[src/rtl/band_energy_extractor_if.sv]
// rtl/band_energy_extractor_if.sv - stream interface of the band energy extractor
//
// Purpose: bundles the magnitude input stream and the feature output stream
//          of band_energy_extractor.
// Signals:
//   mag_data_in        16  unsigned FFT bin magnitude
//   mag_valid_in        1  bin valid
//   mag_last_in         1  final bin of frame (qualified by mag_valid_in)
//   feature_data_out   16  signed feature value
//   feature_valid_out   1  feature valid
//   feature_last_out    1  high with the final feature of a vector
//   dropped_frames_out  8  saturating count of discarded frames
// Modports: master = magnitude source / feature sink, slave = extractor.

interface band_energy_extractor_if;
   logic [15:0] mag_data_in;
   logic        mag_valid_in;
   logic        mag_last_in;
   logic [15:0] feature_data_out;
   logic        feature_valid_out;
   logic        feature_last_out;
   logic [7:0]  dropped_frames_out;

   modport master (
      output mag_data_in, mag_valid_in, mag_last_in,
      input  feature_data_out, feature_valid_out, feature_last_out, dropped_frames_out
   );

   modport slave (
      input  mag_data_in, mag_valid_in, mag_last_in,
      output feature_data_out, feature_valid_out, feature_last_out, dropped_frames_out
   );
endinterface

[src/rtl/band_energy_extractor.sv]
// rtl/band_energy_extractor.sv - per-band and total energy feature extractor
//
// Purpose: accumulates one FFT magnitude frame (one bin per cycle) into a
//          loudness accumulator and per-band accumulators, then streams a
//          NUM_FEATURES_OUT-entry feature vector, one feature per cycle.
//          Feature 0 = loudness, features 1.. = band energies.
// Ports:
//   clk_in   system clock
//   rst_in   synchronous active-high reset
//   bus      band_energy_extractor_if.slave (magnitude in, features out,
//            dropped frame counter)
// Build option: BAND_LOG_COMPRESS_EN selects log2-compressed features with
//               one extra output pipeline stage; undefined selects linear
//               shift-and-saturate output.

module band_energy_extractor #(
   parameter int NUM_FEATURES_OUT = 16,
   parameter int NUM_BINS         = 512,
   parameter int BAND_SHIFT       = 5,
   parameter int OUT_SHIFT        = 4
) (
   input  logic clk_in,
   input  logic rst_in,
   band_energy_extractor_if.slave bus
);

   localparam int IDX_W  = (NUM_BINS > 1) ? $clog2(NUM_BINS) : 1;
   localparam int FEAT_W = (NUM_FEATURES_OUT > 1) ? $clog2(NUM_FEATURES_OUT) : 1;
   localparam logic [IDX_W-1:0]  LAST_IDX  = IDX_W'(NUM_BINS - 1);
   localparam logic [FEAT_W-1:0] LAST_FEAT = FEAT_W'(NUM_FEATURES_OUT - 1);

   localparam logic [1:0] ST_ACCUM = 2'd0;
   localparam logic [1:0] ST_EMIT  = 2'd1;
   localparam logic [1:0] ST_SKIP  = 2'd2;

   logic [1:0]        state;
   logic [IDX_W-1:0]  bin_idx;
   logic              idx_held;   // frame ran past its last bin; extra bins are ignored
   logic              in_frame;   // a frame started while emitting; it will be skipped
   logic [FEAT_W-1:0] emit_cnt;
   logic [7:0]        dropped;
   logic [31:0]       acc [NUM_FEATURES_OUT];

`ifdef BAND_LOG_COMPRESS_EN
   logic [31:0]       emit_data;  // raw accumulator, compressed one stage later
   logic [15:0]       feat_data;
   logic              feat_valid;
   logic              feat_last;
`else
   logic [15:0]       emit_data;
`endif
   logic              emit_valid;
   logic              emit_last;

   logic              bin_valid;
   logic              bin_last;
   logic [31:0]       mag32;
   logic [31:0]       band;
   logic              band_hit;
   logic [FEAT_W-1:0] band_sel;
   logic [31:0]       emit_raw;
   logic              in_frame_nx;
   logic              drop_evt;

`ifdef BAND_LOG_COMPRESS_EN
   // {0, leading-one position, 10 bits below the leading one}
   function automatic logic [15:0] log_feature(input logic [31:0] a);
      logic [4:0]  p;
      logic [31:0] norm;
      p = 5'd0;
      for (int i = 0; i < 32; i++) begin
         if (a[i]) p = 5'(i);
      end
      // Normalise so the leading one sits at bit 31; short values pad with zeros.
      norm = a << (5'd31 - p);
      if (a == 32'd0) return 16'd0;
      return {1'b0, p, 10'(norm >> 21)};
   endfunction
`else
   function automatic logic [15:0] lin_feature(input logic [31:0] a);
      logic [31:0] s;
      s = a >> OUT_SHIFT;
      return (s > 32'd32767) ? 16'h7FFF : 16'(s);
   endfunction
`endif

   always_comb begin
      bin_valid   = bus.mag_valid_in;
      bin_last    = bus.mag_valid_in && bus.mag_last_in;
      mag32       = {16'd0, bus.mag_data_in};
      band        = 32'(bin_idx) >> BAND_SHIFT;
      band_hit    = (band >= 32'd1) && (band < 32'(NUM_FEATURES_OUT));
      band_sel    = band[FEAT_W-1:0];
      emit_raw    = acc[emit_cnt];
      in_frame_nx = in_frame;
      drop_evt    = 1'b0;
      case (state)
         ST_EMIT: begin
            // Bins arriving while emitting belong to a frame we cannot take.
            if (bin_valid) begin
               if (bus.mag_last_in) begin
                  in_frame_nx = 1'b0;
                  drop_evt    = 1'b1;
               end else begin
                  in_frame_nx = 1'b1;
               end
            end
         end
         ST_SKIP: begin
            if (bin_last) begin
               in_frame_nx = 1'b0;
               drop_evt    = 1'b1;
            end
         end
         default: ;
      endcase
   end

   always_ff @(posedge clk_in) begin
      if (rst_in) begin
         state      <= ST_ACCUM;
         bin_idx    <= '0;
         idx_held   <= 1'b0;
         in_frame   <= 1'b0;
         emit_cnt   <= '0;
         dropped    <= 8'd0;
         emit_data  <= '0;
         emit_valid <= 1'b0;
         emit_last  <= 1'b0;
         for (int i = 0; i < NUM_FEATURES_OUT; i++) acc[i] <= 32'd0;
      end else begin
         emit_valid <= 1'b0;
         emit_last  <= 1'b0;
         in_frame   <= in_frame_nx;
         if (drop_evt && (dropped != 8'hFF)) dropped <= dropped + 8'd1;

         case (state)
            ST_ACCUM: begin
               if (bin_valid) begin
                  if (!idx_held) begin
                     acc[0] <= acc[0] + mag32;
                     // band_hit excludes band 0, so this never collides with acc[0]
                     if (band_hit) acc[band_sel] <= acc[band_sel] + mag32;
                  end
                  if (bus.mag_last_in) begin
                     bin_idx  <= '0;
                     idx_held <= 1'b0;
                     emit_cnt <= '0;
                     state    <= ST_EMIT;
                  end else if (bin_idx == LAST_IDX) begin
                     idx_held <= 1'b1;
                  end else begin
                     bin_idx <= bin_idx + IDX_W'(1);
                  end
               end
            end
            ST_EMIT: begin
               emit_valid <= 1'b1;
               emit_last  <= (emit_cnt == LAST_FEAT);
`ifdef BAND_LOG_COMPRESS_EN
               emit_data  <= emit_raw;
`else
               emit_data  <= lin_feature(emit_raw);
`endif
               // Read-and-clear leaves the accumulator ready for the next frame.
               acc[emit_cnt] <= 32'd0;
               if (emit_cnt == LAST_FEAT) begin
                  state <= in_frame_nx ? ST_SKIP : ST_ACCUM;
               end else begin
                  emit_cnt <= emit_cnt + FEAT_W'(1);
               end
            end
            ST_SKIP: begin
               if (bin_last) state <= ST_ACCUM;
            end
            default: state <= ST_ACCUM;
         endcase
      end
   end

`ifdef BAND_LOG_COMPRESS_EN
   always_ff @(posedge clk_in) begin
      if (rst_in) begin
         feat_data  <= 16'd0;
         feat_valid <= 1'b0;
         feat_last  <= 1'b0;
      end else begin
         feat_data  <= log_feature(emit_data);
         feat_valid <= emit_valid;
         feat_last  <= emit_last;
      end
   end

   assign bus.feature_data_out  = feat_data;
   assign bus.feature_valid_out = feat_valid;
   assign bus.feature_last_out  = feat_last;
`else
   assign bus.feature_data_out  = emit_data;
   assign bus.feature_valid_out = emit_valid;
   assign bus.feature_last_out  = emit_last;
`endif
   assign bus.dropped_frames_out = dropped;

endmodule

[src/flat_wrapper.sv]
// flat-port wrapper written by rule: the top's interface ports become plain ports
module band_energy_extractor_flat 
#(
   parameter int NUM_FEATURES_OUT = 16,
   parameter int NUM_BINS         = 512,
   parameter int BAND_SHIFT       = 5,
   parameter int OUT_SHIFT        = 4
)
  (clk_in, rst_in, bus_mag_data_in, bus_mag_valid_in, bus_mag_last_in, bus_feature_data_out, bus_feature_valid_out, bus_feature_last_out, bus_dropped_frames_out);
  band_energy_extractor_if bus_i ();
  input  logic clk_in;
  input  logic rst_in;
  input wire logic [$bits(bus_i.mag_data_in)-1:0] bus_mag_data_in;
  input wire logic [$bits(bus_i.mag_valid_in)-1:0] bus_mag_valid_in;
  input wire logic [$bits(bus_i.mag_last_in)-1:0] bus_mag_last_in;
  output wire logic [$bits(bus_i.feature_data_out)-1:0] bus_feature_data_out;
  output wire logic [$bits(bus_i.feature_valid_out)-1:0] bus_feature_valid_out;
  output wire logic [$bits(bus_i.feature_last_out)-1:0] bus_feature_last_out;
  output wire logic [$bits(bus_i.dropped_frames_out)-1:0] bus_dropped_frames_out;
  assign bus_i.mag_data_in = bus_mag_data_in;
  assign bus_i.mag_valid_in = bus_mag_valid_in;
  assign bus_i.mag_last_in = bus_mag_last_in;
  assign bus_feature_data_out = bus_i.feature_data_out;
  assign bus_feature_valid_out = bus_i.feature_valid_out;
  assign bus_feature_last_out = bus_i.feature_last_out;
  assign bus_dropped_frames_out = bus_i.dropped_frames_out;
  band_energy_extractor #(.NUM_FEATURES_OUT(NUM_FEATURES_OUT), .NUM_BINS(NUM_BINS), .BAND_SHIFT(BAND_SHIFT), .OUT_SHIFT(OUT_SHIFT)) u_core (.clk_in(clk_in), .rst_in(rst_in), .bus(bus_i));
endmodule
[config.mk]
export PLATFORM = sky130hd
export DESIGN_NAME = band_energy_extractor_flat
export DESIGN_NICKNAME = d
export VERILOG_FILES = /design/src/rtl/band_energy_extractor_if.sv /design/src/rtl/band_energy_extractor.sv /design/src/flat_wrapper.sv
export SDC_FILE = /design/constraint.sdc
export NUM_CORES = 1
export LEC_CHECK = 0
export CAP_MARGIN = 20
export CORE_ASPECT_RATIO = 1.25
export CORE_UTILIZATION = 68
export DETAILED_ROUTE_END_ITERATION = 12
export PLACE_DENSITY = 0.86
export SLEW_MARGIN = 20
export SYNTH_ARGS = -nofsm -noshare
export SYNTH_HDL_FRONTEND = slang
export SYNTH_SLANG_ARGS = --single-unit
export TNS_END_PERCENT = 50
[constraint.sdc]
create_clock -name clk_in -period 11 [get_ports clk_in]
set_clock_uncertainty 0.2 [all_clocks]
set_input_delay 1.65 -clock clk_in [delete_from_list [all_inputs] [get_ports clk_in]]
set_output_delay 1.65 -clock clk_in [all_outputs]
set_load 0.05 [all_outputs]
==> results.yml, run 1 <==
grt:
  use_met3: 0.1244
  grt-busiest-layer: "met2"
  grt_pass1_vias: 21028
  antenna_found_initial: 6
  globalRouteMet2Util: 0.6796
  grt_pass1_wl_mm: 132.8
  grt_util_met1: 0.5062
  grt_max_degree: 106
  grt-ovfl-total: 0
  grt_usage: 0.4378
die:
  core_mm2: 0.04133
  die_x_um: 185.8
  start_util: 0.6944
  row_count: 83
  die_h_um: 231.7
  die-area_mm2: 0.04304
  io-pin-count: 46
clock_tree:
  postCtsSetupBuffers: 0
  hold_buffers: 0
  clock_sinks: 563
  cts_resized: 0
  clock_latency_ns: 0.61
  clock_tree.root_cell: "clkbuf_16"
  clk_pin_slew_ns: 0.06
  clock_path_buffers: 3
  cts_tree: "yes"
  htree_levels: 2
  cts_buffers: 55
worst_setup_path:
  path_cells: "buf_12 > mux4_2 > mux4_2 > ha_1 > and3_1 > nand3_1 > a211oi_1 > nor3_1 > o31ai_1 > nand2_1 > xor2_1 > nor2_1"
  worst_setup_path_start_kind: "flop"
  arrival_ns: 6.72
  cp_common_cell: "mux4_2"
  crit_path_top_delay_cell: "xor2_1"
  cp.required_ns: 11.10
  max_stage_delay_ns: 0.90
  critPathKind: "reg -> reg"
  r2r_cells: 12
  worst-path-max-fanout: 105
  regToRegSetupSlack_ns: 4.38
  cp-end-kind: "flop"
  r2r-end: "u_core.acc[15][18]$_SDFFCE_PN0P_"
yosys:
  ys_warn_count: 0
  synth_seq_area_share: 0.5713
  synth_seq_cells: 563
  synth-main-ff-cell: "edfxtp_1"
  synth_top_cell_by_area: "edfxtp_1"
  netlist.area_leader.share: 0.5357
  synth.avg_cell_area_um2: 13.49
  synth_nets: 2188
  synthArstFlopShare: 0
  synth_area_mm2: 0.02870
  synth-edff-count: 512
  synthDistinctLibCells: 80
  syn_inst: 2127
  netlist_top_cells_area: "edfxtp_1 (54%), mux4_2 (17%), nor2_1 (7.1%)"
layout:
  fin_area_mm2: 0.03135
  n_fill_cell: 2399
  layout.nets: 2175
  seqCellArea_mm2: 0.01642
  utilization: 0.7584
  area_growth_pct: 9.216
  final_cells: 2715
  multi_input_area_mm2: 0.01165
  drive_gt1_frac: 0.1870
worst_hold_path:
  min_from: "u_core.bus.feature_data_out[15]$_SDFFE_PP0P_"
  min_path_cells: 1
  hold_path_class: "reg -> reg"
  whs_endpoint: "u_core.bus.feature_data_out[15]$_SDFFE_PP0P_"
placement:
  portBuffers: 45
  routabilityCongestion: 0.9751
  dp.final_hpwl_mm: 54.29
  place_area_mm2: 0.02945
  dpl.cell_count: 2609
route:
  viasPerCell: 7.573
  antenna_left: 0
  route.detailed.drc: 0
  vias: 20561
  wl_per_cell_um: 33.27
  first_iter_violations: 3318
  wirelength_mm: 90.32
  drtPass1Iterations: 9
power:
  p_leak_nw: 10.74
  ir_drop_mv: 0.1320
  power_density_mw_per_mm2: 164.4
sta:
  setup_violations: 0
  drv_slew: 0
  hold_viol: 0
  tns_ns: 0
  worst_hold_slack_ns: 0.2588
  period_needed_ns: 6.623
  slew_headroom: 0.1735
  worst_pin_slew_ns: 1.236
  fin_crit_sh: 0.6021
  rsz0062_at_grt: "false"
  max_freq_mhz: 151.0
job:
  maxCapViolCount: 0
run_status:
  status: "complete, no violations"
critical path: cells and delay by family, from the launching register on:
kind | cells | cell delay (ns)
AO/OA/AOI/OAI | 2 | 1.18
multiplexers | 2 | 1.16
adder cells (fa/ha/maj) | 1 | 0.42
buffers and inverters | 1 | 0.63
flip-flops | 1 | 0.74
XOR/XNOR | 1 | 0.90
AND/OR/NAND/NOR | 5 | 0.90
how the worst max path moves through the flow:
stage          cells after the start                                to  slack (ns)
2_1_floorplan                     18  u_core.acc[10][23]$_SDFFCE_PN0P_        5.43
3_3_place_gp                      12   u_core.acc[5][26]$_SDFFCE_PN0P_        4.73
3_5_place_dp                      12  u_core.acc[11][26]$_SDFFCE_PN0P_        4.47
4_1_cts                           12   u_core.acc[1][18]$_SDFFCE_PN0P_        4.51
5_1_grt                           12  u_core.acc[15][18]$_SDFFCE_PN0P_        4.02
6_report                          12  u_core.acc[15][18]$_SDFFCE_PN0P_        4.38
through the flow:
| step | setup slack (ns) | total power, mW |
|---|---|---|
| 4_1_cts | 4.513 | 5.084 |
| 5_1_grt | 4.017 | 5.242 |
| 3_5_place_dp | 4.473 | 3.223 |
| 3_3_place_gp | 4.726 | 3.185 |
| 6_report | 4.377 | 5.152 |
| 2_1_floorplan | 5.433 | 2.996 |
flip-flops by register name, summed over array words and instances, names as in the netlist, named ones only:
name / cells
u_core.acc: 512
u_core.bus.feature_data_out: 16
u_core.bin_idx: 9
u_core.bus.dropped_frames_out: 8
u_core.emit_cnt: 4
u_core.state: 2
u_core.bus.feature_last_out: 1
u_core.bus.feature_valid_out: 1
u_core.idx_held: 1
u_core.in_frame: 1
layer usage:
metal	up-vias	wire length, um
met5	-	57
li1	8049	-
met4	8	9056
met2	2029	42290
met3	575	11960
met1	9900	26960
report_power, final:
| part | switching (mW) | internal [mW] | total (mW) |
|---|---|---|---|
| Sequential | 0.0879 | 2.42 | 2.50 |
| Clock | 0.836 | 1.08 | 1.91 |
| Combinational | 0.486 | 0.249 | 0.735 |
| Total | 1.41 | 3.74 | 5.15 |
Yosys cell counts (8+ instances only):
cell type,count
a211oi_1,24
a21oi_1,52
and2_1,10
and3_1,10
buf_1,14
buf_2,24
clkbuf_1,88
dfxtp_1,51
edfxtp_1,512
ha_1,39
inv_1,32
mux2i_1,16
mux4_2,219
nand2_1,83
nand2b_1,25
nand3_1,49
nand4_1,15
nor2_1,545
nor2_2,11
nor3_1,26
nor4_1,36
o21ai_0,19
or4_1,8
xnor2_1,28
xor2_1,31
cell type report:
| cell class | count | area share |
|---|---|---|
| inverters | 33 | 0.003952 |
| well taps | 552 | 0.02203 |
| clock inverters | 27 | 0.007784 |
| diodes | 2 | 0.0001597 |
| multi-input cells | 1388 | 0.3716 |
| repair buffers | 73 | 0.02131 |
| clock buffers | 77 | 0.04950 |
| flip-flops and latches | 563 | 0.5237 |
logic make-up after synthesis:
family | share of synthesized area
simple gates | 0.1378
flops | 0.5713
xor+xnor | 0.02197
mux | 0.1824
compound gates | 0.03941
buf+inv | 0.02877
fa+ha+maj | 0.01840
placed cells by master, fill, tap and decap left out, types with 6 or more instances in the layout:
cell type        count
a211oi_1            23
a21o_1               7
a21oi_1             52
a22oi_1              7
a311oi_1             6
a31oi_1              7
and2_1              10
and3_1              10
buf_4               27
clkbuf_1            15
clkbuf_16           57
clkdlybuf4s50_1     44
clkinv_1             9
clkinv_2            10
dfxtp_1             45
edfxtp_1           512
ha_1                39
inv_1               31
mux2i_1             16
mux4_2             219
nand2_1             83
nand2b_1            10
nand2b_4            13
nand3_1             47
nand4_1             15
nor2_1             545
nor2_2              11
nor2b_1              6
nor3_1              26
nor4_1              36
o21ai_0             19
or3_1                7
or4_1                8
xnor2_1             25
xor2_1              30
No activity file was read; power rests on OpenSTA's default activity.
==> inputs of run 2 (changes only) <==
CORE_UTILIZATION = 57   (was 68)
PLACE_DENSITY = 0.77   (was 0.86)
clock period = 5.79 ns   (was 11 ns; I/O delays follow)
==> run 2 against run 1 <==
- via count decreased by 2.5%
- first-iteration DRC count decreased by 23%
- hold slack better by 0.0084 ns
- critical path type unchanged
- critical endpoint is now u_core.acc[7][31]$_SDFFCE_PN0P_
- highest routed layer is now met4
==> results.yml, run 2 (synthesis gave the netlist of run 1 again) <==
power:
  p_switching_mw: 2.613
  ir_drop_mv: 0.2406
  p_sw_frac: 0.2703
  p_clk_frac: 0.368
  p_leak_nw: 10.88
  p_comb_frac: 0.142
  power_density_mw_per_mm2: 304.5
  seq_power_share: 0.490
  p_int_mw: 7.053
clock_tree:
  cts_resized: 0
  htree_levels: 2
  clock_sinks: 563
  clock_path_buffers: 3
  clk_pin_slew_ns: 0.06
  hold_buffers: 0
  postCtsSetupBuffers: 0
  cts_buffers: 54
  clock_tree.root_cell: "clkbuf_16"
  cts_tree: "yes"
  clock_latency_ns: 0.64
route:
  wl_met3_mm: 9.205
  top_layer_used: "met4"
  route.detailed.drc: 0
  first_iter_violations: 2565
  wl_per_cell_um: 30.70
  vias: 20050
  wirelength_met1_mm: 28.11
  wirelength_mm: 87.87
  antenna_left: 0
  drtPass1Iterations: 6
  wl_met2_mm: 42.69
  viasPerCell: 7.006
grt:
  grt_max_degree: 67
  grt_usage: 0.3464
  grt_pass1_vias: 20250
  grt_pass1_wl_mm: 127.7
  antenna_found_initial: 1
  grt-ovfl-total: 0
worst_setup_path:
  arrival_ns: 5.93
  crit_path_top_delay_cell: "nor3b_1"
  worst_setup_path_start_kind: "flop"
  max_stage_delay_ns: 0.78
  cp-end-kind: "flop"
  cp_common_cell: "mux4_2"
  critPathKind: "reg -> reg"
  path_cells: "buf_12 > mux4_2 > mux4_2 > ha_1 > o21ai_0 > o211ai_1 > a311oi_1 > nor3b_1 > a211oi_1 > buf_4 > nor2_2 > nand4_2 > a21oi_1"
  cp.required_ns: 6.01
  worst-path-max-fanout: 40
layout:
  top_register: "u_core.acc"
  final_cell_mix: "nor2_1 (545), edfxtp_1 (512), mux4_2 (219), nand2_1 (83), buf_4 (75)"
  area_growth_pct: 10.59
  final_cells: 2862
  layout.nets: 2225
  utilization: 0.6409
  mostFrequentLayoutCell: "nor2_1"
  drive_gt1_frac: 0.2050
  largest_reg_flops: 512
  n_fill_cell: 3522
die:
  die_x_um: 202.7
  io-pin-count: 46
  row_count: 91
  die_h_um: 252.9
  die-area_mm2: 0.05126
  start_util: 0.5795
  core_mm2: 0.04953
job:
  maxCapViolCount: 0
sta:
  tns_ns: 0
  fin_ws_ns: 0.07506
  worst_pin_slew_ns: 1.183
  slew_headroom: 0.2090
  rsz0062_at_grt: "false"
  max_freq_mhz: 175.0
  setup_violations: 0
  fin_crit_sh: 0.9870
  period_needed_ns: 5.715
  drv_slew: 0
  hold_viol: 0
placement:
  portBuffers: 45
  routabilityCongestion: 0.9628
  dpl.cell_count: 2759
  dp.final_hpwl_mm: 56.10
  dp_slack_ns: 0.3919
worst_hold_path:
  hold_path_class: "reg -> reg"
run_status:
  status: "complete, no violations"
run 2: changes by cell type in the layout (fill, tap and decap cells not counted), moves of 4 or more:
cell        delta
nand2b_4       -8
clkinvlp_4     +4
clkinv_1       -5
nand2b_2       +8
buf_4         +48
run 2: per-layer routing:
layer / vias up / global-route usage
li1: 8149 / -
met1: 9938 / 0.3997
met2: 1529 / 0.5746
met3: 434 / 0.06358
met4: 0 / 0.2679
met5: - / 0
run 2: power by group through the flow:
stage	sequential, mW	clock, mW	combinational (mW)
after floorplan	4.77	0	0.920
after global placement	4.80	0	1.30
after detailed placement	4.82	0	1.34
after CTS	4.73	3.55	1.35
after global routing	4.75	3.68	1.45
final	4.74	3.55	1.38
run 2: final timing paths:
path,depth (start not counted),endpoint,slack (ns),from
worst max-delay path,13,u_core.acc[7][31]$_SDFFCE_PN0P_,0.08,flop
worst min-delay path,1,u_core.bus.feature_data_out[15]$_SDFFE_PP0P_,0.27,u_core.bus.feature_data_out[15]$_SDFFE_PP0P_
worst max register to register,13,u_core.acc[7][31]$_SDFFCE_PN0P_,0.08,flop
worst min register to register,1,u_core.bus.feature_data_out[15]$_SDFFE_PP0P_,0.27,u_core.bus.feature_data_out[15]$_SDFFE_PP0P_
run 2: area by class of cell:
cell class / count / area [um2] / area share
Antenna cell: 1 / 2.502 / 0.00007884
Clock buffer: 74 / 1476 / 0.04651
Clock inverter: 28 / 272.8 / 0.008593
Multi-Input combinational cell: 1388 / 11560 / 0.3642
Timing Repair Buffer: 124 / 1075 / 0.03386
Tap cell: 651 / 814.5 / 0.02566
Sequential cell: 563 / 16420 / 0.5172
Inverter: 33 / 123.9 / 0.003902
run 2: critical path, delay by kind of cell (launching register included):
| family | cells | cell delay [ns] |
|---|---|---|
| AND/OR/NAND/NOR | 3 | 1.53 |
| flip-flops | 1 | 0.41 |
| multiplexers | 2 | 1.05 |
| buffers and inverters | 2 | 0.53 |
| adder cells (fa/ha/maj) | 1 | 0.36 |
| AO/OA/AOI/OAI | 5 | 1.40 |
run 2: stage by stage:
stage | hold slack (ns) | power, mW | cell area [um2]
after CTS | 0.2653 | 9.633 | 31700
after detailed placement | 0.2468 | 6.153 | 29950
after global routing | 0.2826 | 9.872 | 31740
final | 0.2672 | 9.666 | 31740
after global placement | 0.2436 | 6.106 | 29930
after floorplan | 0.2485 | 5.691 | 28700
